<file path="src/rtl/regfile_pkg.sv">
// Shared register-file parameters and helpers for the decode and writeback stages.
// Holds only constants, typedefs and elaboration-time functions; there is no logic here.
package regfile_pkg;

  localparam int DEF_DATA_W   = 8;
  localparam int DEF_NUM_REGS = 8;
  localparam int DEF_NUM_RD   = 3;
  localparam int DEF_NUM_WR   = 2;
  localparam int DEF_BYPASS   = 1;
  localparam int DEF_READ_LAT = 0;
  localparam int MAX_RD       = 4;
  localparam int MAX_WR       = 2;

  // Address width, never allowed to collapse to zero bits.
  function automatic int clog2_min1(input int n);
    return (n <= 2) ? 1 : $clog2(n);
  endfunction

  function automatic bit is_pow2(input int n);
    return (n >= 2) && ((n & (n - 1)) == 0);
  endfunction

  typedef logic [DEF_DATA_W-1:0]                 def_data_t;
  typedef logic [clog2_min1(DEF_NUM_REGS)-1:0]   def_addr_t;

endpackage

</file>
<file path="src/rtl/regfile_read_port.sv">
// One read port: address mux, write bypass and optional output register.
// Latency 0 (combinational) or 1 (write-first registered); no backpressure, always ready.
module regfile_read_port import regfile_pkg::*; #(
  parameter int DATA_W   = DEF_DATA_W,
  parameter int NUM_REGS = DEF_NUM_REGS,
  parameter int NUM_WR   = DEF_NUM_WR,
  parameter int BYPASS   = DEF_BYPASS,
  parameter int READ_LAT = DEF_READ_LAT,
  localparam int AW      = clog2_min1(NUM_REGS)
) (
  input  logic                     clock,
  input  logic                     reset_n,
  input  logic                     clear,
  input  logic [AW-1:0]            rd_addr,
  input  logic [DATA_W-1:0]        regs [NUM_REGS],
  input  logic [NUM_WR-1:0]        wr_en,
  input  logic [NUM_WR*AW-1:0]     wr_addr,
  input  logic [NUM_WR*DATA_W-1:0] wr_data,
  output logic [DATA_W-1:0]        rd_data
);

  logic [DATA_W-1:0] stored;
  logic [DATA_W-1:0] fwd;
  logic [DATA_W-1:0] comb_data;
  logic [DATA_W-1:0] rd_q;

  // fwd is the value the register will hold after this edge (ignoring clear);
  // ports are scanned high to low so port 0 wins a collision.
  always_comb begin
    stored = regs[rd_addr];
    fwd    = stored;
    for (int k = NUM_WR - 1; k >= 0; k--) begin
      if (wr_en[k] && (wr_addr[k*AW +: AW] == rd_addr) && (rd_addr != '0)) begin
        fwd = wr_data[k*DATA_W +: DATA_W];
      end
    end
    comb_data = ((BYPASS != 0) && !clear) ? fwd : stored;
  end

  always_ff @(posedge clock or negedge reset_n) begin
    if (!reset_n) begin
      rd_q <= '0;
    end else begin
      rd_q <= clear ? '0 : fwd;
    end
  end

  assign rd_data = (READ_LAT != 0) ? rd_q : comb_data;

endmodule

</file>
<file path="src/rtl/register_file_mp.sv">
// Multi-port register file with r0 hardwired to zero, port-0-priority writes and conflict flag.
// Read latency 0 or 1 per READ_LAT; writes always accepted, no backpressure.
module register_file_mp import regfile_pkg::*; #(
  parameter int DATA_W   = DEF_DATA_W,
  parameter int NUM_REGS = DEF_NUM_REGS,
  parameter int NUM_RD   = DEF_NUM_RD,
  parameter int NUM_WR   = DEF_NUM_WR,
  parameter int BYPASS   = DEF_BYPASS,
  parameter int READ_LAT = DEF_READ_LAT,
  localparam int AW      = clog2_min1(NUM_REGS)
) (
  input  logic                     clock,
  input  logic                     reset_n,
  input  logic                     clear,
  input  logic [NUM_RD*AW-1:0]     rd_addr,
  output logic [NUM_RD*DATA_W-1:0] rd_data,
  input  logic [NUM_WR-1:0]        wr_en,
  input  logic [NUM_WR*AW-1:0]     wr_addr,
  input  logic [NUM_WR*DATA_W-1:0] wr_data,
  output logic                     wr_conflict
);

  if (NUM_WR < 1 || NUM_WR > MAX_WR) begin : g_bad_wr
    $fatal(1, "register_file_mp: NUM_WR must be 1..%0d", MAX_WR);
  end
  if (NUM_RD < 1 || NUM_RD > MAX_RD) begin : g_bad_rd
    $fatal(1, "register_file_mp: NUM_RD must be 1..%0d", MAX_RD);
  end
  if (!is_pow2(NUM_REGS)) begin : g_bad_regs
    $fatal(1, "register_file_mp: NUM_REGS must be a power of two >= 2");
  end
  if (READ_LAT < 0 || READ_LAT > 1) begin : g_bad_lat
    $fatal(1, "register_file_mp: READ_LAT must be 0 or 1");
  end

  logic [DATA_W-1:0] regs [NUM_REGS];
  logic              conflict_nxt;

  // Entry 0 is only ever reset, so it reads as zero without a special read path.
  always_ff @(posedge clock or negedge reset_n) begin
    if (!reset_n) begin
      for (int r = 0; r < NUM_REGS; r++) regs[r] <= '0;
    end else if (clear) begin
      for (int r = 0; r < NUM_REGS; r++) regs[r] <= '0;
    end else begin
      for (int k = NUM_WR - 1; k >= 0; k--) begin
        if (wr_en[k] && (wr_addr[k*AW +: AW] != '0)) begin
          regs[wr_addr[k*AW +: AW]] <= wr_data[k*DATA_W +: DATA_W];
        end
      end
    end
  end

  if (NUM_WR == 2) begin : g_conflict
    assign conflict_nxt = wr_en[0] && wr_en[1] &&
                          (wr_addr[0 +: AW] == wr_addr[AW +: AW]) &&
                          (wr_addr[0 +: AW] != '0);
  end else begin : g_no_conflict
    assign conflict_nxt = 1'b0;
  end

  always_ff @(posedge clock or negedge reset_n) begin
    if (!reset_n) begin
      wr_conflict <= 1'b0;
    end else begin
      wr_conflict <= conflict_nxt;
    end
  end

  for (genvar i = 0; i < NUM_RD; i++) begin : g_rd
    regfile_read_port #(
      .DATA_W   (DATA_W),
      .NUM_REGS (NUM_REGS),
      .NUM_WR   (NUM_WR),
      .BYPASS   (BYPASS),
      .READ_LAT (READ_LAT)
    ) u_port (
      .clock   (clock),
      .reset_n (reset_n),
      .clear   (clear),
      .rd_addr (rd_addr[i*AW +: AW]),
      .regs    (regs),
      .wr_en   (wr_en),
      .wr_addr (wr_addr),
      .wr_data (wr_data),
      .rd_data (rd_data[i*DATA_W +: DATA_W])
    );
  end

endmodule
</file>
<file path="config.mk">
export PLATFORM = sky130hd
export DESIGN_NAME = register_file_mp
export DESIGN_NICKNAME = d
export VERILOG_FILES = /design/src/rtl/regfile_pkg.sv /design/src/rtl/regfile_read_port.sv /design/src/rtl/register_file_mp.sv
export SDC_FILE = /design/constraint.sdc
export NUM_CORES = 1
export LEC_CHECK = 0
export CAP_MARGIN = 40
export CORE_AREA = 2 2 140 142
export CTS_BUF_LIST = sky130_fd_sc_hd__clkbuf_8
export DETAILED_ROUTE_END_ITERATION = 10
export DIE_AREA = 0 0 142 144
export PLACE_DENSITY = 0.53
export REMOVE_ABC_BUFFERS = 1
export SLEW_MARGIN = 30
export SYNTH_ARGS = -nofsm -noshare
export SYNTH_HDL_FRONTEND = slang
export SYNTH_SLANG_ARGS = --single-unit
</file>
<file path="constraint.sdc">
create_clock -name clock -period 2.29 [get_ports clock]
set_input_delay 0.229 -clock clock [delete_from_list [all_inputs] [get_ports clock]]
set_output_delay 0.229 -clock clock [all_outputs]
set_load 0.02 [all_outputs]
</file>
==> out/qor.yml, run 1 <==
cp.required_ns: 2.06
cts.path.max_buffers: 2
area_growth_syn_to_layout_pct: 29.5
clock-root-buffer: "clkbuf_8"
path_class: "input port to output port"
setup.reg_to_reg.worst_slack_ns: 1.43
clk_pin_slew_ns: 0.07
globalRouteTotalUtil: 0.211
powerDensity_nw_per_um2: 446
layout_commonest_cell: "buf_4"
ys_ff_latch: 65
synth_top_area_share: 0.291
core_um2: 19100
final.period_utilization: 0.984
worst-r2r-cell-count: 2
std_cell_rows: 51
grt_start_max_net_pins: 66
r2r-start: "regs[17]$_DFF_PN0_"
netlist_area_um2: 5580
worstPathMaxFanout: 3
clock-sinks: 65
htree_levels: 3
endpoint: "rd_data[2]"
tritoncts: "done"
drc: 0
fmax_mhz: 444
maxSlewViolCount: 0
timing.rr.end: "regs[17]$_DFF_PN0_"
totalWireLength_um: 21100
drtIter0Drc: 443
hold_viol: 0
diodes: 0
critical_path.most_common_cell: "buf_4"
port_buffers: 60
wl_per_cell_um: 24.9
die_h_um: 144
grt_antenna_before_repair: 0
async_reset_ff_frac: 1.00
synth_cell_types: 49
period_needed_ns: 2.25
layout_setup_ws_ns: 0.0375
yosysSeqAreaShare: 0.291
vias: 5046
p_leak_nw: 3.16
synthTopCellsByArea: "dfrtp_1, mux4_2, mux2i_1, a211oi_1, nor2_1"
synth_area_leader_cell: "dfrtp_1"
place.detailed.hpwl_um: 14300
via_per_inst: 5.95
worstMarginPinSlew_ns: 0.613
layout_common_cells: "buf_4, mux2i_1, nor2_1, dfrtp_1, a211oi_1"
maxCapViolCount: 0
fin_nets: 642
grt_pass1_vias: 5111
syn_inst: 506
worstSkewPairLatency_ns: 0.36
yosysWarnings: 0
drt_pass1_iterations: 5
gp_congestion: 0.871
cpMaxStageDelayCell: "clkdlybuf4s50_1"
critical_path.cell_chain: "clkdlybuf4s50_1 -> and2b_1 -> o2111ai_1 -> a21oi_2 -> buf_4 -> buf_4 -> nand2_1 -> o221ai_1 -> buf_4"
synthFlopType: "dfrtp_1"
syn-mean-instance-area_um2: 11.0
ant_nets: 0
grt_overflow_total: 0
synth_edf_count: 0
grt_pass1_wl_um: 31500
hold_class: "input port to asynchronous set/reset pin"
die-area_um2: 20400
setup_viol: 0
start_util: 0.293
whs_ns: 0.417
die_w_um: 142
cts_buffers: 9
ios: 61
status: "finished, final reports clean"
crit_start: "wr_en[1]"
cp-start-kind: "input port"
place_ws_ns: -0.611
crit_path_end_kind: "output port"
cp_data_arrival_time_ns: 2.02
peakVddDrop_uv: 216
slowest_delay_ns: 0.52
slew_headroom: 0.590
clock_skew_ns: 0
drive_gt1_frac: 0.343
==> per-stage QoR <==
step	instance area, um2	TNS, ns	utilization	instances	power (W)
global route	7230	-0.0310	0.379	848	0.00336
CTS	7200	0	0.378	847	0.00323
global placement	6980	-13.46	0.366	831	0.00220
detailed placement	6980	-13.20	0.366	831	0.00222
floorplan	5230	0	-	443	0.00165
finish	7230	0	0.379	848	0.00323
==> worst min path at each step <==
stage | endpoint | slack, ns | from
3_3_place_gp | wr_conflict$_DFF_PN0_ | 0.28 | reset_n
3_5_place_dp | wr_conflict$_DFF_PN0_ | 0.28 | reset_n
5_1_grt | wr_conflict$_DFF_PN0_ | 0.44 | wr_addr[0]
2_1_floorplan | regs[0]$_DFF_PN0_ | -0.07 | reset_n
4_1_cts | wr_conflict$_DFF_PN0_ | 0.43 | reset_n
6_report | regs[56]$_DFF_PN0_ | 0.42 | reset_n
==> cell families after synthesis <==
family,share of synthesized area
compound gates,0.146
buf+inv,0.0634
mux,0.342
simple gates,0.130
flops,0.291
xor+xnor,0.0267
==> timing repair <==
action | in CTS | in global routing
resized for setup | 140 | 16
buffers inserted | 0 | 1
hold buffers | 1 | 0
endpoints found under the hold margin | 65 | 0
setup endpoints to repair | 24 | 17
pin swaps | 7 | 2
==> metal layers <==
layer  global-route usage  vias up  wire [um]
met5                    0        -          0
met4               0.0863        0        745
met3               0.0546       48       1850
met2                0.326      284       9440
met1                0.282     2548       9070
li1                     -     2166          -
==> synthesized netlist by cell type (10+ instances only) <==
cell / count
dfrtp_1: 65
mux2i_1: 80
a211oi_1: 57
buf_4: 10
nor2_1: 65
nor3_1: 10
nor2b_1: 12
nand3_1: 12
mux4_2: 40
clkbuf_1: 31
xor2_1: 10
nand2_1: 13
buf_2: 13
==> worst max-delay path, delay by kind of cell <==
kind / cells / cell delay [ns]
buf+inv: 4 / 0.98
compound gates: 3 / 0.58
simple gates: 2 / 0.24
==> area by class of cell <==
class | count | area (um2)
clock buffers | 11 | 151
clock inverters | 4 | 45.0
fillers | 1832 | 11800
inverters | 1 | 3.75
multi-input cells | 377 | 3730
flip-flops and latches | 65 | 1630
well taps | 238 | 298
repair buffers | 152 | 1380
==> state kept, by name, indices dropped and copies added, names as in the netlist <==
name	flops
regs	64
wr_conflict	1
==> where the power goes <==
part | switching [W] | total [W] | internal [W] | leakage, nW
clock network | 0.000477 | 0.00103 | 0.000549 | 0.104
logic | 0.000510 | 0.000958 | 0.000448 | 2.17
registers | 0.0000483 | 0.00124 | 0.00119 | 0.891
total | 0.00104 | 0.00323 | 0.00219 | 3.16
No activity file was read; power rests on OpenSTA's default activity.
==> inputs of run 2 (changes only) <==
--- a/config.mk
+++ b/config.mk
@@ -6,11 +6,11 @@
 export NUM_CORES = 1
 export LEC_CHECK = 0
 export CAP_MARGIN = 40
-export CORE_AREA = 2 2 140 142
+export CORE_AREA = 2 2 115 117
 export CTS_BUF_LIST = sky130_fd_sc_hd__clkbuf_8
 export DETAILED_ROUTE_END_ITERATION = 10
-export DIE_AREA = 0 0 142 144
-export PLACE_DENSITY = 0.53
+export DIE_AREA = 0 0 117 119
+export PLACE_DENSITY = 0.71
 export REMOVE_ABC_BUFFERS = 1
 export SLEW_MARGIN = 30
 export SYNTH_ARGS = -nofsm -noshare
==> run 2 against run 1 <==
Worst setup slack better by 0.031 ns. Power shrank 3.9%. Sequential share of layout area shrank 0.14 points. Clock-buffer cell count did not move. First-iteration DRC count rose by 47%. Critical endpoint is now rd_data[23]. Utilization up 19 points. Final cell count is 4.6% lower.
==> out/qor.yml, run 2 (synthesis results as in run 1) <==
status: "finished, final reports clean"
cp_num_cells: 7  # -2
htree_levels: 3  # unchanged
gp_congestion: 0.913  # +4.8%
clk_pin_slew_ns: 0.08  # about the same
setup.reg_to_reg.worst_slack_ns: 1.37  # -0.06 ns
p_int_w: 0.00210  # -4.4%
crit_path_end_kind: "output port"
die-area_um2: 13900  # -32%
area_growth_syn_to_layout_pct: 30.4
powerDensity_nw_per_um2: 426  # -4.5%
p_leak_nw: 3.23  # +2.2%
drtIter0Drc: 653  # +47%
drc: 0  # unchanged
clock_skew_ns: 0  # unchanged
cp.required_ns: 2.06  # about the same
grt_pass1_vias: 5401  # +5.7%
clock-root-buffer: "clkbuf_8"
p_clk_frac: 0.282  # -0.036
hold_class: "input port to flip-flop"
slowest_delay_ns: 0.37  # -0.15 ns
layout_common_cells: "buf_4, mux2i_1, nor2_1, dfrtp_1, a211oi_1"
top_regs: "regs: 64 flops, wr_conflict: 1 flops"
ios: 61  # unchanged
drt_pass1_iterations: 5  # unchanged
worst-r2r-cell-count: 2  # unchanged
setup_viol: 0  # unchanged
cp-start-kind: "input port"
cts_buffers: 9  # unchanged
place.detailed.hpwl_um: 13700  # -4.2%
cpMaxStageDelayCell: "nor4_4"
maxSlewViolCount: 0  # unchanged
critical_path.cell_chain: "clkdlybuf4s15_1 -> xor2_1 -> nor4_4 -> nand2_2 -> buf_6 -> a221oi_4 -> buf_4"
worstSkewPairLatency_ns: 0.34  # -0.02 ns
switching_share: 0.324  # +0.00350
hold_viol: 0  # unchanged
final.period_utilization: 0.970  # -0.0138
p_comb_frac: 0.316  # +0.019
p_total_w: 0.00310  # -3.9%
maxCapViolCount: 0  # unchanged
slew_headroom: 0.556  # -0.0339
rsz0062_at_grt: "no"
fmax_mhz: 450  # +1.4%
wl_per_cell_um: 24.1  # -3.1%
cp_data_arrival_time_ns: 1.99  # -0.03 ns
diodes: 0  # unchanged
cp_num_buf_inv: 3  # -1
postLayoutCoreUtil: 0.565  # +0.186
totalWireLength_um: 19500  # -7.5%
stdcell_area_um2: 7280  # +0.64%
worstMarginPinSlew_ns: 0.665  # +0.0523 ns
port_buffers: 60  # unchanged
ant_nets: 0  # unchanged
path_class: "input port to output port"
via_per_inst: 6.55  # +10%
worstPathMaxFanout: 6  # +3
layout_commonest_cell: "buf_4"
place_area_um2: 6980  # -0.11%
grt_overflow_total: 0  # unchanged
netSwitchingPower_w: 0.00101  # -2.8%
die_h_um: 119  # -17%
vias: 5296  # +5.0%
std_cell_rows: 42  # -18%
whs_ns: 0.392  # -0.0245 ns
core_um2: 12900  # -33%
clock-sinks: 65  # unchanged
largest_reg_flops: 64  # unchanged
tritoncts: "done"
grt_antenna_before_repair: 0  # unchanged
grt_pass1_wl_um: 29600  # -6.0%
start_util: 0.434  # +0.141
globalRouteTotalUtil: 0.287  # +0.0759
drive_gt1_frac: 0.389  # +0.0460
peakVddDrop_uv: 212  # -1.9%
top_register: "regs"
cts.path.max_buffers: 2  # unchanged
path_delay_family: "buffers and inverters"
power_frac_seq: 0.402  # +0.017
fin_nets: 666  # +3.7%
period_needed_ns: 2.22  # -0.0315 ns
fill_cells: 1065  # -42%
grt_start_max_net_pins: 56  # -15%
min_path_cells: 4
die_w_um: 117  # -18%
## run 2: cell count changes in the layout (fill, tap and decap cells not counted), moves of 4 or more
cell	delta
buf_2	-8
buf_6	+5
dlymetal6s2s_1	+4
buf_4	+36
buf_12	-7
mux4_2	+8
mux4_1	-8
## run 2: timing repair
| action | CTS | global route |
|---|---|---|
| hold endpoints to repair | 23 | 0 |
| hold buffers | 1 | 0 |
| resized for setup | 165 | 24 |
| pin swaps | 8 | 5 |
| buffers inserted | 3 | 1 |
| setup endpoints to repair | 24 | 24 |
## run 2: metal layers
layer / share of wire / GRT usage / up-vias
li1: - / - / 2203
met5: 0 / 0 / -
met4: 0.052 / 0.168 / 0
met3: 0.10 / 0.0611 / 82
met1: 0.37 / 0.374 / 2623
met2: 0.47 / 0.438 / 388
## run 2: final cells by class
class	instances	area, um2	share of cell area
flip-flops and latches	65	1630	0.223
repair buffers	176	1520	0.209
clock buffers	11	151	0.0208
multi-input cells	377	3740	0.514
inverters	1	3.75	0.000516
clock inverters	3	11.3	0.00155
well taps	176	220	0.0303
## run 2: metrics by stage
stage	worst slack [ns]	setup TNS, ns	std cells
final	0.0690	0	809
after global routing	0.0180	0	809
after CTS	-0.0000455	-0.0000455	808
after detailed placement	-0.688	-13.62	790
after global placement	-0.651	-12.72	790
after floorplan	0.147	0	443
## run 2: power by group through the flow
stage | clock, W | combinational, W | sequential, W
after detailed placement | 0 | 0.000935 | 0.00127
after CTS | 0.000878 | 0.000945 | 0.00124
after floorplan | 0 | 0.000400 | 0.00125
after global placement | 0 | 0.000915 | 0.00126
after global routing | 0.000937 | 0.00103 | 0.00125
final | 0.000875 | 0.000980 | 0.00125
## run 2: worst paths after layout
| kind | start | endpoint |
|---|---|---|
| hold reg to reg | regs[62]$_DFF_PN0_ | regs[62]$_DFF_PN0_ |
| hold / removal | wr_en[1] | wr_conflict$_DFF_PN0_ |
| min in group asynchronous | reset_n | wr_conflict$_DFF_PN0_ |
| setup reg to reg | regs[44]$_DFF_PN0_ | regs[44]$_DFF_PN0_ |
| max in group asynchronous | reset_n | regs[0]$_DFF_PN0_ |
| setup / recovery | rd_addr[6] | rd_data[23] |
## run 2: worst min-delay path, stage by stage
cell and delay (ns):
dlymetal6s2s_1 0.15, buf_4 0.17, o2111ai_1 0.10, a211oi_1 0.05
==> inputs of run 3 (changes only) <==
--- a/config.mk
+++ b/config.mk
@@ -5,6 +5,7 @@
 export SDC_FILE = /design/constraint.sdc
 export NUM_CORES = 1
 export LEC_CHECK = 0
+export ABC_AREA = 0
 export CAP_MARGIN = 40
 export CORE_AREA = 2 2 115 117
 export CTS_BUF_LIST = sky130_fd_sc_hd__clkbuf_8
==> results of run 3 <==
Final layout, timing and power as in run 2 (identical DEF).
==> RTL change 1, RTL diff (settings of run 3) <==
`DEF_DATA_W`: 8 -> 10.
--- a/src/rtl/regfile_pkg.sv
+++ b/src/rtl/regfile_pkg.sv
@@ -3,5 +3,5 @@
 package regfile_pkg;
 
-  localparam int DEF_DATA_W   = 8;
+  localparam int DEF_DATA_W   = 10;
   localparam int DEF_NUM_REGS = 8;
   localparam int DEF_NUM_RD   = 3;
Interface: changed (resized rd_data and wr_data); port bits go from 61 to 71. The function was not compared with the original's and may differ.
==> RTL change 1 against run 3 <==
The flow now finishes with violations (negative setup slack); sequential cell count up 16; design area rose by 31%; routed wire length rose by 37%; area after synthesis is 22% higher; worst setup slack worse by 0.16 ns; clock skew stayed put; power increased by 26%; final cell count up 32%; largest cell class unchanged; highest routed layer unchanged.
==> RTL change 1: results (changes against run 3) <==
stage,metric,value,unit,change
layout,layout-drive-gt1-share,0.416,,was 0.389
timing,setup_viol,16,,was 0
detailed_routing,drtIter0Drc,836,,was 653
layout,fill_cells,917,,"was 1,065"
pwr,p_leak,4.11,nW,was 3.23 nW
outcome,status,"finished, violations left",,"was complete, no violations"
synth,synthTopCellsByArea,"dfrtp_1 30%, mux4_2 20%, a211oi_1 8.1%",,"was dfrtp_1 29%, mux4_2 16%, mux2i_1 14%"
detailed_routing,vias_per_cell,6.82,,was 6.55
global_routing,grt_use_total,0.394,,was 0.287
detailed_routing,wl_per_cell,25.0,µm,was 24.1 µm
synth,ys_top_cells_by_count,"117 x nor2_1, 81 x dfrtp_1, 74 x a211oi_1",,"was 80 x mux2i_1, 65 x dfrtp_1, 65 x nor2_1"
layout,finalNetCount,929,,was 666
setup_path,r2r_slack,1.24,ns,was 1.37 ns
detailed_routing,final_antenna_net_count,0,,unchanged
place,gp_congestion,0.950,,was 0.913
timing,maxSlewHeadroom,0.584,,was 0.556
global_routing,grt_pass1_wl,40400,µm,"was 29,600 µm"
synth,yosysUniqueCellTypes,48,,was 49
detailed_routing,wl,26800,µm,"was 19,500 µm"
synth,ys_seq_area_frac,0.297,,was 0.291
place,place.port_buffers,70,,was 60
outcome,violations,negative setup slack,,
layout,reg_top3,"regs x80, wr_conflict x1",,"was regs x64, wr_conflict x1"
clocking,clk_pin_slew,0.10,ns,was 0.08 ns
place,dp_hpwl,17400,µm,"was 13,700 µm"
pwr,switching_share,0.344,,was 0.324
setup_path,critPathArrivalTime,2.15,ns,was 1.99 ns
global_routing,grt_pass1_vias,7177,,"was 5,401"
setup_path,critPathMaxFanout,3,,was 6
pwr,ir_drop,341,µV,was 212 µV
synth,syn_inst,703,,was 506
clocking,clkLatencyLatePin,0.38,ns,was 0.34 ns
timing,setup_ws,-0.0929,ns,was 0.0690 ns
global_routing,grt_max_degree,46,,was 56
global_routing,grt_util_met2,0.595,,was 0.438
detailed_routing,drt_first_pass_iters,5,,unchanged
place,dp_slack,-0.936,ns,was -0.688 ns
global_routing,grt_util_met1,0.526,,was 0.374
clocking,cts_buffer_depth,2,,unchanged
-- RTL change 1: final timing paths --
kind,startpoint,end,depth (start not counted)
min reg2reg,regs[74]$_DFF_PN0_,regs[74]$_DFF_PN0_,1
min in group asynchronous,reset_n,regs[43]$_DFF_PN0_,2
max in group asynchronous,reset_n,regs[27]$_DFF_PN0_,3
max reg2reg,regs[2]$_DFF_PN0_,regs[2]$_DFF_PN0_,4
max,regs[4]$_DFF_PN0_,rd_data[24],6
min,wr_addr[2],wr_conflict$_DFF_PN0_,4
-- RTL change 1: logic make-up after synthesis --
| logic type | Yosys count | share of synthesized area |
|---|---|---|
| XOR/XNOR | 13 | 0.0167 |
| AND/OR/NAND/NOR | 205 | 0.136 |
| AO/OA/AOI/OAI | 186 | 0.201 |
| multiplexers | 120 | 0.289 |
| flip-flops | 81 | 0.297 |
| buffers and inverters | 98 | 0.0610 |
-- RTL change 1: per-layer routing --
metal | wire length, µm | vias to the layer above
li1 | - | 3050
met1 | 9630 | 3529
met2 | 12500 | 577
met3 | 3200 | 141
met4 | 1490 | 0
met5 | 0 | -
-- RTL change 1: layout make-up --
class,count,share of cell area
repair buffers,262,0.250
clock buffers,10,0.0145
inverters,11,0.00434
multi-input cells,524,0.491
well taps,176,0.0232
flip-flops and latches,81,0.213
clock inverters,6,0.00368
-- RTL change 1: repair_timing --
item | 4_1_cts | 5_1_grt
endpoints found under the setup margin | 30 | 30
buffers inserted | 29 | 7
pin swaps | 17 | 19
resized for setup | 259 | 35
hold buffers | 1 | 0
cloned | 3 | 1
endpoints found under the hold margin | 43 | 0
-- RTL change 1: power groups by stage --
| stage | Sequential (W) | Combinational, W | Clock (W) |
|---|---|---|---|
| 6_report | 0.00154 | 0.00136 | 0.00101 |
| 3_5_place_dp | 0.00157 | 0.00121 | 0 |
| 2_1_floorplan | 0.00155 | 0.000516 | 0 |
| 5_1_grt | 0.00155 | 0.00142 | 0.00108 |
| 3_3_place_gp | 0.00156 | 0.00119 | 0 |
| 4_1_cts | 0.00154 | 0.00129 | 0.00102 |
-- RTL change 1: worst max-delay path, stage by stage, from the launching register on --
cell	delay, ns
dfrtp_1	0.41
mux4_2	0.48
mux2_4	0.29
nand2_2	0.09
o21ai_2	0.05
a221o_1	0.29
buf_6	0.14
-- RTL change 1: per-stage QoR --
| stage | hold slack, ns | setup TNS (ns) | utilization | area (µm²) |
|---|---|---|---|---|
| floorplan | -0.0666 | -8.46 | - | 6460 |
| global placement | 0.274 | -24.18 | 0.674 | 8680 |
| detailed placement | 0.283 | -25.10 | 0.674 | 8680 |
| CTS | 0.267 | -0.763 | 0.724 | 9320 |
| global route | 0.315 | -2.02 | 0.738 | 9510 |
| finish | 0.282 | -0.911 | 0.738 | 9510 |
==> RTL change 2, RTL diff (config.mk and constraints of run 3) <==
Made on the original files. Put a register stage on the output `rd_data`, with the module's reset. The value now appears one clock later. The other outputs are not delayed to match.
--- a/src/rtl/register_file_mp.sv
+++ b/src/rtl/register_file_mp.sv
@@ -20,4 +20,6 @@
   output logic                     wr_conflict
 );
+
+  logic [NUM_RD*DATA_W-1:0] rd_data_d;
 
   if (NUM_WR < 1 || NUM_WR > MAX_WR) begin : g_bad_wr
@@ -84,7 +86,15 @@
       .wr_addr (wr_addr),
       .wr_data (wr_data),
-      .rd_data (rd_data[i*DATA_W +: DATA_W])
+      .rd_data (rd_data_d[i*DATA_W +: DATA_W])
     );
   end
 
+  always_ff @(posedge clock or negedge reset_n) begin
+    if (!reset_n) begin
+      rd_data <= '0;
+    end else begin
+      rd_data <= rd_data_d;
+    end
+  end
+
 endmodule
Check against the original RTL: not equivalent (a bounded check fails within 4 cycles, from zero or initial values and one cycle with reset_n low).
==> RTL change 2 against run 3 <==
Routed wire length shrank 0.73%; worst setup slack gained 0.28 ns; power grew 22%; combinational power shrank 11%; largest power group unchanged; critical path depth shrank 2; global-route usage grew 0.44 points; sequential cell count grew 24; clock skew grew 0.013 ns; die area is the same; area after synthesis grew 11%; hold slack lost 0.22 ns; design area grew 0.46%; clock power grew 35%; register-to-register slack lost 0.52 ns.
==> RTL change 2: results (changes against run 3) <==
stage,metric,value,unit,change
outcome,status,"complete, no violations",,unchanged
setup_path,reg2reg_from,regs[20]$_DFF_PN0_,,was regs[44]$_DFF_PN0_
clocking,clkLatencyLatePin,0.37,ns,was 0.34 ns
detailed_routing,wl_met1,7720,µm,was 7320 µm
synth,syn_area_per_cell,11.7,µm²,was 11.0 µm²
place,gp_congestion,0.903,,was 0.913
synth,ys_top_cells_by_count,"89 x dfrtp_1, 80 x mux2i_1, 65 x nor2_1",,"was 80 x mux2i_1, 65 x dfrtp_1, 65 x nor2_1"
global_routing,grt_max_degree,77,,was 56
clocking,post-cts-setup-buffer-count,0,,was 3
layout,fin_cells,768,,was 809
timing,worst_pin_slew,0.851,ns,was 0.665 ns
clocking,cts_buffer_depth,2,,unchanged
pwr,p_leak,3.17,nW,was 3.23 nW
global_routing,grt_util_met1,0.397,,was 0.374
place,dp.cells,752,,was 790
clocking,cts.sinks,89,,was 65
detailed_routing,wl_met2,9250,µm,was 9220 µm
layout,finalNetCount,624,,was 666
global_routing,grt_util_met2,0.449,,was 0.438
detailed_routing,vias_per_cell,6.60,,was 6.55
global_routing,met3_usage,0.0509,,was 0.0611
detailed_routing,dr.max_layer_used,met4,,unchanged
synth,synthFlopType,dfrtp_1,,unchanged
setup_path,startpoint,rd_addr[8],,was rd_addr[6]
place,dp_slack,-0.00922,ns,was -0.688 ns
setup_path,critPathArrivalTime,2.17,ns,was 1.99 ns
detailed_routing,drtIter0Drc,649,,was 653
detailed_routing,wl_met3,1620,µm,was 1970 µm
place,dp_hpwl,12500,µm,"was 13,700 µm"
global_routing,grt_pass1_vias,5059,,"was 5,401"
global_routing,antenna_found_initial,0,,unchanged
global_routing,grt_use_total,0.291,,was 0.287
layout,fill_cells,1077,,"was 1,065"
min_path,hold_start,clear,,was wr_en[1]
clocking,cts.repair.resized,0,,was 165
layout,reg_top3,"regs x64, rd_data x24, wr_conflict x1",,"was regs x64, wr_conflict x1"
clocking,clk_pin_slew,0.09,ns,
synth,ys_async_sr_fraction,1.00,,unchanged
place,place.port_buffers,60,,unchanged
synth,yosysUniqueCellTypes,49,,unchanged
synth,synthTopCellsByArea,"dfrtp_1 36%, mux4_2 15%, mux2i_1 13%",,"was dfrtp_1 29%, mux4_2 16%, mux2i_1 14%"
synth,ys_seq_area_frac,0.360,,was 0.291
global_routing,grt_pass1_wl,29800,µm,"was 29,600 µm"
pwr,ir_drop,277,µV,was 212 µV
layout,layout-drive-gt1-share,0.221,,was 0.389
place,placed_area,0.00709,mm²,was 0.00698 mm²
detailed_routing,drt_first_pass_iters,7,,was 5
clocking,cts_made_buffers,9,,unchanged
timing,clock_skew,0.0127,ns,was 0 ns
detailed_routing,wl,19400,µm,"was 19,500 µm"
setup_path,critPathMaxFanout,8,,was 6
-- RTL change 2: changes by cell type after synthesis, sizes merged --
cell   delta
dfrtp    +24
-- RTL change 2: logic make-up after synthesis --
kind of cell	share of synthesized area
muxes	0.309
xor gates and xnor gates	0.0241
buffers and inverters	0.0573
DFF	0.360
AOI/OAI and AO/OA	0.132
and+or+nand+nor	0.118
-- RTL change 2: final cells by class --
cell class / instances / area (µm²) / share of cell area
multi-input combinational: 377 / 3610 / 0.494
inverter: 1 / 3.75 / 0.000513
clock buffer: 12 / 165 / 0.0226
sequential: 89 / 2230 / 0.305
tap: 176 / 220 / 0.0301
clock inverter: 3 / 47.5 / 0.00650
timing repair buffer: 110 / 1030 / 0.141
-- RTL change 2: final timing paths --
kind                                    endpoint  slack (ns)  cells past startpoint
min in group asynchronous     regs[21]$_DFF_PN0_        0.49                      3
max                        rd_data[16]$_DFF_PN0_        0.35                      5
max in group asynchronous      regs[7]$_DFF_PN0_        1.38                      3
max reg2reg                rd_data[12]$_DFF_PN0_        0.85                      4
min reg2reg                   regs[58]$_DFF_PN0_        0.57                      1
min                           regs[25]$_DFF_PN0_        0.18                      2
-- RTL change 2: power breakdown --
part	switching, W	internal [W]	total (W)	leakage, nW
logic	0.000466	0.000407	0.000874	1.84
clock network	0.000586	0.000595	0.00118	0.109
registers	0.0000648	0.00166	0.00172	1.22
total	0.00112	0.00266	0.00378	3.17
-- RTL change 2: worst max-delay path: stages --
cell and delay (ns):
clkdlybuf4s50_1 0.59, o21ba_1 0.27, o2111a_1 0.26, a22oi_2 0.68, a221oi_2 0.13
-- RTL change 2: what timing repair did --
item | 4_1_cts | 5_1_grt
endpoints found under the setup margin | 0 | 0
endpoints found under the hold margin | 89 | 0
hold buffers | 1 | 0
